===== config.mk =====
export PLATFORM = sky130hd
export DESIGN_NAME = imem_arbiter
export DESIGN_NICKNAME = d
export VERILOG_FILES = /design/src/rtl/imem_arbiter.sv
export SDC_FILE = /design/constraint.sdc
export NUM_CORES = 1
export LEC_CHECK = 0
export BUFFER_PORTS_ARGS = -buffer_cell sky130_fd_sc_hd__clkbuf_2
export CAP_MARGIN = 20
export CORE_MARGIN = 8
export CORE_UTILIZATION = 48
export DETAILED_ROUTE_END_ITERATION = 16
export HOLD_SLACK_MARGIN = 0.1
export PLACE_DENSITY_LB_ADDON = 0.12
export SLEW_MARGIN = 20
export SYNTH_ARGS = -nofsm -noshare
export SYNTH_HDL_FRONTEND = slang
export SYNTH_SLANG_ARGS = --single-unit

===== constraint.sdc =====
create_clock -name i_clk -period 1.9 [get_ports i_clk]
set_input_delay 0.38 -clock i_clk [delete_from_list [all_inputs] [get_ports i_clk]]
set_output_delay 0.38 -clock i_clk [all_outputs]
set_load 0.02 [all_outputs]

===== src/rtl/imem_arbiter.sv =====
// imem_arbiter: round-robin arbiter giving the instruction fetch path (port 0)
// and the debug/loader read path (port 1) shared access to program memory.
// One transaction at a time: IDLE picks a winner, BUSY waits for the memory
// acknowledge (or aborts after TIMEOUT cycles), DONE shows the result for one cycle.
module imem_arbiter #(
    parameter int TIMEOUT = 15
) (
    input  logic        i_clk,
    input  logic        i_rst,
    input  logic        i_req0,
    input  logic        i_req1,
    input  logic [31:0] i_addr0,
    input  logic [31:0] i_addr1,
    output logic [31:0] or_rdata0,
    output logic [31:0] or_rdata1,
    output logic        or_ack0,
    output logic        or_ack1,
    output logic        or_err0,
    output logic        or_err1,
    output logic        or_mem_req,
    output logic [31:0] or_mem_addr,
    input  logic [31:0] i_mem_rdata,
    input  logic        i_mem_ack
);

    // Counter only has to reach TIMEOUT-1; it is cleared on every BUSY entry.
    localparam int CNT_W = (TIMEOUT > 1) ? $clog2(TIMEOUT + 1) : 1;
    localparam logic [CNT_W-1:0] CNT_LAST = CNT_W'(TIMEOUT - 1);
    localparam logic [CNT_W-1:0] CNT_ONE  = CNT_W'(1);

    typedef enum logic [1:0] {
        IDLE = 2'd0,
        BUSY = 2'd1,
        DONE = 2'd2
    } state_t;

    state_t           state;
    logic             grant;       // port owning the current transaction
    logic             last_grant;  // port that won the previous arbitration
    logic [CNT_W-1:0] cnt;         // BUSY cycles elapsed without a memory ack
    logic             any_req;
    logic             winner;
    logic [31:0]      win_addr;

    // Round-robin pick: a lone requester wins; under contention the port
    // that did not win last time goes next, giving strict alternation.
    always_comb begin
        any_req  = i_req0 | i_req1;
        winner   = 1'b0;
        if (i_req0 && i_req1) begin
            winner = ~last_grant;
        end else if (i_req1) begin
            winner = 1'b1;
        end
        win_addr = winner ? i_addr1 : i_addr0;
    end

    // Transaction FSM with all outputs registered; the non-granted port's
    // data/ack/err registers are never touched by a transaction.
    always_ff @(posedge i_clk) begin
        if (i_rst) begin
            state       <= IDLE;
            grant       <= 1'b0;
            last_grant  <= 1'b1;
            cnt         <= '0;
            or_mem_req  <= 1'b0;
            or_mem_addr <= '0;
            or_rdata0   <= '0;
            or_rdata1   <= '0;
            or_ack0     <= 1'b0;
            or_ack1     <= 1'b0;
            or_err0     <= 1'b0;
            or_err1     <= 1'b0;
        end else begin
            case (state)
                IDLE: begin
                    if (any_req) begin
                        grant       <= winner;
                        last_grant  <= winner;
                        or_mem_addr <= win_addr;
                        or_mem_req  <= 1'b1;
                        cnt         <= '0;
                        state       <= BUSY;
                    end
                end
                BUSY: begin
                    // An ack arriving on the final counted cycle still wins.
                    if (i_mem_ack) begin
                        if (grant) begin
                            or_rdata1 <= i_mem_rdata;
                            or_ack1   <= 1'b1;
                        end else begin
                            or_rdata0 <= i_mem_rdata;
                            or_ack0   <= 1'b1;
                        end
                        or_mem_req <= 1'b0;
                        state      <= DONE;
                    end else if (cnt == CNT_LAST) begin
                        if (grant) begin
                            or_rdata1 <= '0;
                            or_err1   <= 1'b1;
                        end else begin
                            or_rdata0 <= '0;
                            or_err0   <= 1'b1;
                        end
                        or_mem_req <= 1'b0;
                        state      <= DONE;
                    end else begin
                        cnt <= cnt + CNT_ONE;
                    end
                end
                DONE: begin
                    // Result pulse lasts exactly one cycle; no arbitration here.
                    or_ack0 <= 1'b0;
                    or_ack1 <= 1'b0;
                    or_err0 <= 1'b0;
                    or_err1 <= 1'b0;
                    state   <= IDLE;
                end
                default: begin
                    state <= IDLE;
                end
            endcase
        end
    end

endmodule


==> impl_summary.txt <==
----------------------------------------------------
[CTS]
  H-tree depth ... 3
  Largest buffer count on any clock path ... 2
  Clock slew seen by the registers of the worst setup and hold paths ... approximately 0.10 ns
  Post-CTS Setup Bufs ... 0
  CTS tree ... done
  Clock root buffer ... sky130_fd_sc_hd__clkbuf_8
  Clk sink count ... around 110
  Clk_lat worst skew ... between 0.3 and 0.4 ns
  Number of CTS-inserted buffers ... 9

[GRT]
  Number of antenna violations at the first check in global routing ... 0
  All-layer global routing usage ... 18.2%
  Total overflow reported by the global router ... 0
  Maximum number of pins on one net before global-route repair ... 131
  Via count of the first global-routing pass ... approximately 4100
  First-pass GRT wire length ... 19900 microns

[STA]
  Fmax ... ~600 MHz
  Worst Max-Slew Pin Slew ... 0.993 ns
  Final Skew ... between 0.01 and 0.015 ns
  Worst hold margin ... a little under 0.3 ns
  Headroom to the max-slew limit ... between 30 and 40%
  RSZ-0062 raised after global routing ... false
  Sum of negative setup slack ... 0 ns
  Final count of negative-setup-slack endpoints ... 0
  Final critical path time including I/O delays and setup ... roughly 1.7 ns
  Fin. max-slew vios ... 0
  Final worst path period share ... around nine tenths
  Number of hold violations in the final report ... 0

[Yosys]
  Portion of the post-synthesis area used by sequential elements ... a little under half
  Syn_area_per_cell ... roughly 10 sq um
  Number of synthesized flops with an enable pin ... 0
  Flops & latches, synth ... ~110
  Nets in the synthesized netlist ... 567
  Yosys warnings ... 0
  Fraction of registers with async set or reset after synthesis ... 0%
  Top post-synthesis cells by area ... sky130_fd_sc_hd__dfxtp_1 45%, sky130_fd_sc_hd__mux2i_1 20%, sky130_fd_sc_hd__nand2b_1 8.4%
  Yosys top cell area share ... a little under half
  Post-synthesis instance area ... 4840 sq um
  Number of instances in the synthesized netlist ... roughly 460
  Top_reg_cell synth ... sky130_fd_sc_hd__dfxtp_1
  Biggest area consumer among synthesized cells ... sky130_fd_sc_hd__dfxtp_1
  Synth unique cells ... 39

[Worst setup path]
  Slowest library cell on the worst path ... sky130_fd_sc_hd__or4b_4
  Cell chain of the critical path ... inv_1 -> ha_1 -> a31oi_1 -> or4b_4 -> buf_4 -> mux2i_1
  Arrival time of the worst setup path ... 1.95 ns
  Setup crit start kind ... flip-flop
  Category of the critical setup timing path ... reg -> reg
  Category of the worst setup path capture point ... flip-flop
  Worst-path maximum fanout ... 10
  Largest stage delay on the critical path ... ~0.53 ns
  Critical path required time ... 2.15 ns

[Route]
  Via-to-Cell Ratio ... 5.05
  Initial drt markers ... roughly 200
  Post-detailed-route count of antenna-violating nets ... 0
  Wire length per cell ... between 15 and 20 microns
  Drt total wl ... approximately 13000 microns
  Total via count after detailed routing ... approximately 4000
  Pre-Repair DR Iteration Count ... 4
  DRC violations left ... 0

[Status]
  Run status ... finished clean

[Placed design]
  Global placer's final weighted congestion ... 0.813
  IO buf count ... ~200
  Detailed placer's ending HPWL ... about 9400 microns
  Placed Area ... 5920 sq um

[Layout]
  Most frequent cells in the layout ... 200 x sky130_fd_sc_hd__clkbuf_2, 109 x sky130_fd_sc_hd__dfxtp_1, 96 x sky130_fd_sc_hd__mux2i_1, 65 x sky130_fd_sc_hd__nand2b_1, 37 x sky130_fd_sc_hd__a21oi_1
  Synthesis-to-finish area growth ... 26.6%
  Most frequent standard cell in the layout excluding fill and tap cells ... sky130_fd_sc_hd__clkbuf_2
  Total Nets Final ... ~760
  Filler cell count in the final layout ... between 800 and 900
  # diodes ... 0
  Fraction of layout cells with a size suffix above 1 ... a little under two fifths
  Final design area excluding fillers ... 6130 sq um

[Floorplan]
  Die Y ... 116 microns
  Area of the core ... slightly below 10000 sq um
  I/O pin cnt ... approximately 200
  Area of the die ... between 10000 and 15000 sq um
  Initial Util ... approximately half
  Number of placement rows ... 36
  Die X ... 116 microns

[Power and ir drop]
  LEAKAGE ... a little over 3 nW
  Max IR drop VDD ... about 430 uV
  Clk pwr share ... 29.4%
  Cell-internal power ... roughly 3.4 mW
  Post-layout total power ... about 4.8 mW
  Sequential fraction of design power ... 52.0%
  Reported net switching power ... 1.32 mW
  Combinational group share of total power ... around a fifth
  Power density relative to cell area ... 776 nW/um^2
  Fraction of power spent switching nets ... between 20% and 30%

[Worst hold path]
  Path class of the lowest-slack min-delay path ... in -> reg

[Run]
  Maxcap violations ... 0

----------------------------------------------------
-- worst paths after layout --
kind                  startpoint            end  slack [ns]  cells after the start
setup / recovery          cnt[0]  or_rdata0[29]        0.20                      6
hold reg to reg     or_rdata1[4]   or_rdata1[4]        0.48                      2
hold / removal    i_mem_rdata[8]   or_rdata1[8]        0.30                      3
setup reg to reg          cnt[0]  or_rdata0[29]        0.20                      6
-- layout make-up --
type	count	area (sq um)	share of cell area (%)
inverter	2	7.51	0.123
timing repair buffer	221	1200	19.5
clock inverter	4	56.3	0.919
clock buffer	11	141	2.31
tap	133	166	2.72
multi-input combinational	309	2380	38.8
sequential	109	2180	35.6
-- repair_timing --
action,CTS,global route
gates resized for setup,0,2
endpoints found under the setup margin,0,64
hold buffers,0,0
hold endpoints to repair,0,0
-- layer usage --
metal | vias up | GRT usage (%) | routed length (microns) | share of wire (%)
li1 | 2036 | - | - | -
met1 | 1791 | 21.9 | 5570 | 44
met2 | 147 | 29.5 | 5730 | 45
met3 | 14 | 6.57 | 1150 | 9.1
met4 | 0 | 6.05 | 157 | 1.2
met5 | - | 0 | 0 | 0
-- state kept, by name, indices dropped and copies added (netlist names), 2 cells and up --
register,count
or_mem_addr,32
or_rdata0,32
or_rdata1,32
cnt,4
state,2
-- critical path, delay by kind of cell (launching register included) --
family                     cells  cell delay, ns
and+or+nand+nor                1            0.53
DFF                            1            0.33
buffers and inverters          2            0.29
adders and majority gates      1            0.18
AOI/OAI and AO/OA              1            0.14
muxes                          1            0.13
-- per-stage QoR --
stage | instances | setup slack, ns | utilization, %
after detailed placement | 774 | 0.0495 | 60.6
final | 789 | 0.196 | 62.7
after global routing | 789 | 0.0474 | 62.7
after CTS | 789 | 0.0275 | 62.6
after global placement | 774 | 0.104 | 60.6
after floorplan | 464 | 0.259 | -
-- cell families after synthesis --
logic type	after synthesis	share of synthesized area [%]
buf+inv	46	6.26
flops	109	45.1
compound gates	85	11.3
fa+ha+maj	2	0.517
simple gates	126	17.0
mux	96	19.9
-- cells in the mapped netlist, drive strengths merged (3+ instances only) --
library cell	n
mux2i	96
nand2b	65
a21oi	37
nor2b	3
dfxtp	109
buf	20
a31oi	3
clkbuf	24
nand3b	32
nor2	6
a211oi	33
nand2	4
-- power by group through the flow --
stage | combinational (mW) | clock, mW | sequential [mW]
final | 0.884 | 1.40 | 2.47
after global placement | 0.874 | 0 | 2.52
after global routing | 0.959 | 1.56 | 2.49
after detailed placement | 0.888 | 0 | 2.52
after floorplan | 0.444 | 0 | 2.64
after CTS | 0.889 | 1.45 | 2.47
Note: power is estimated with default switching activity, not from simulation.
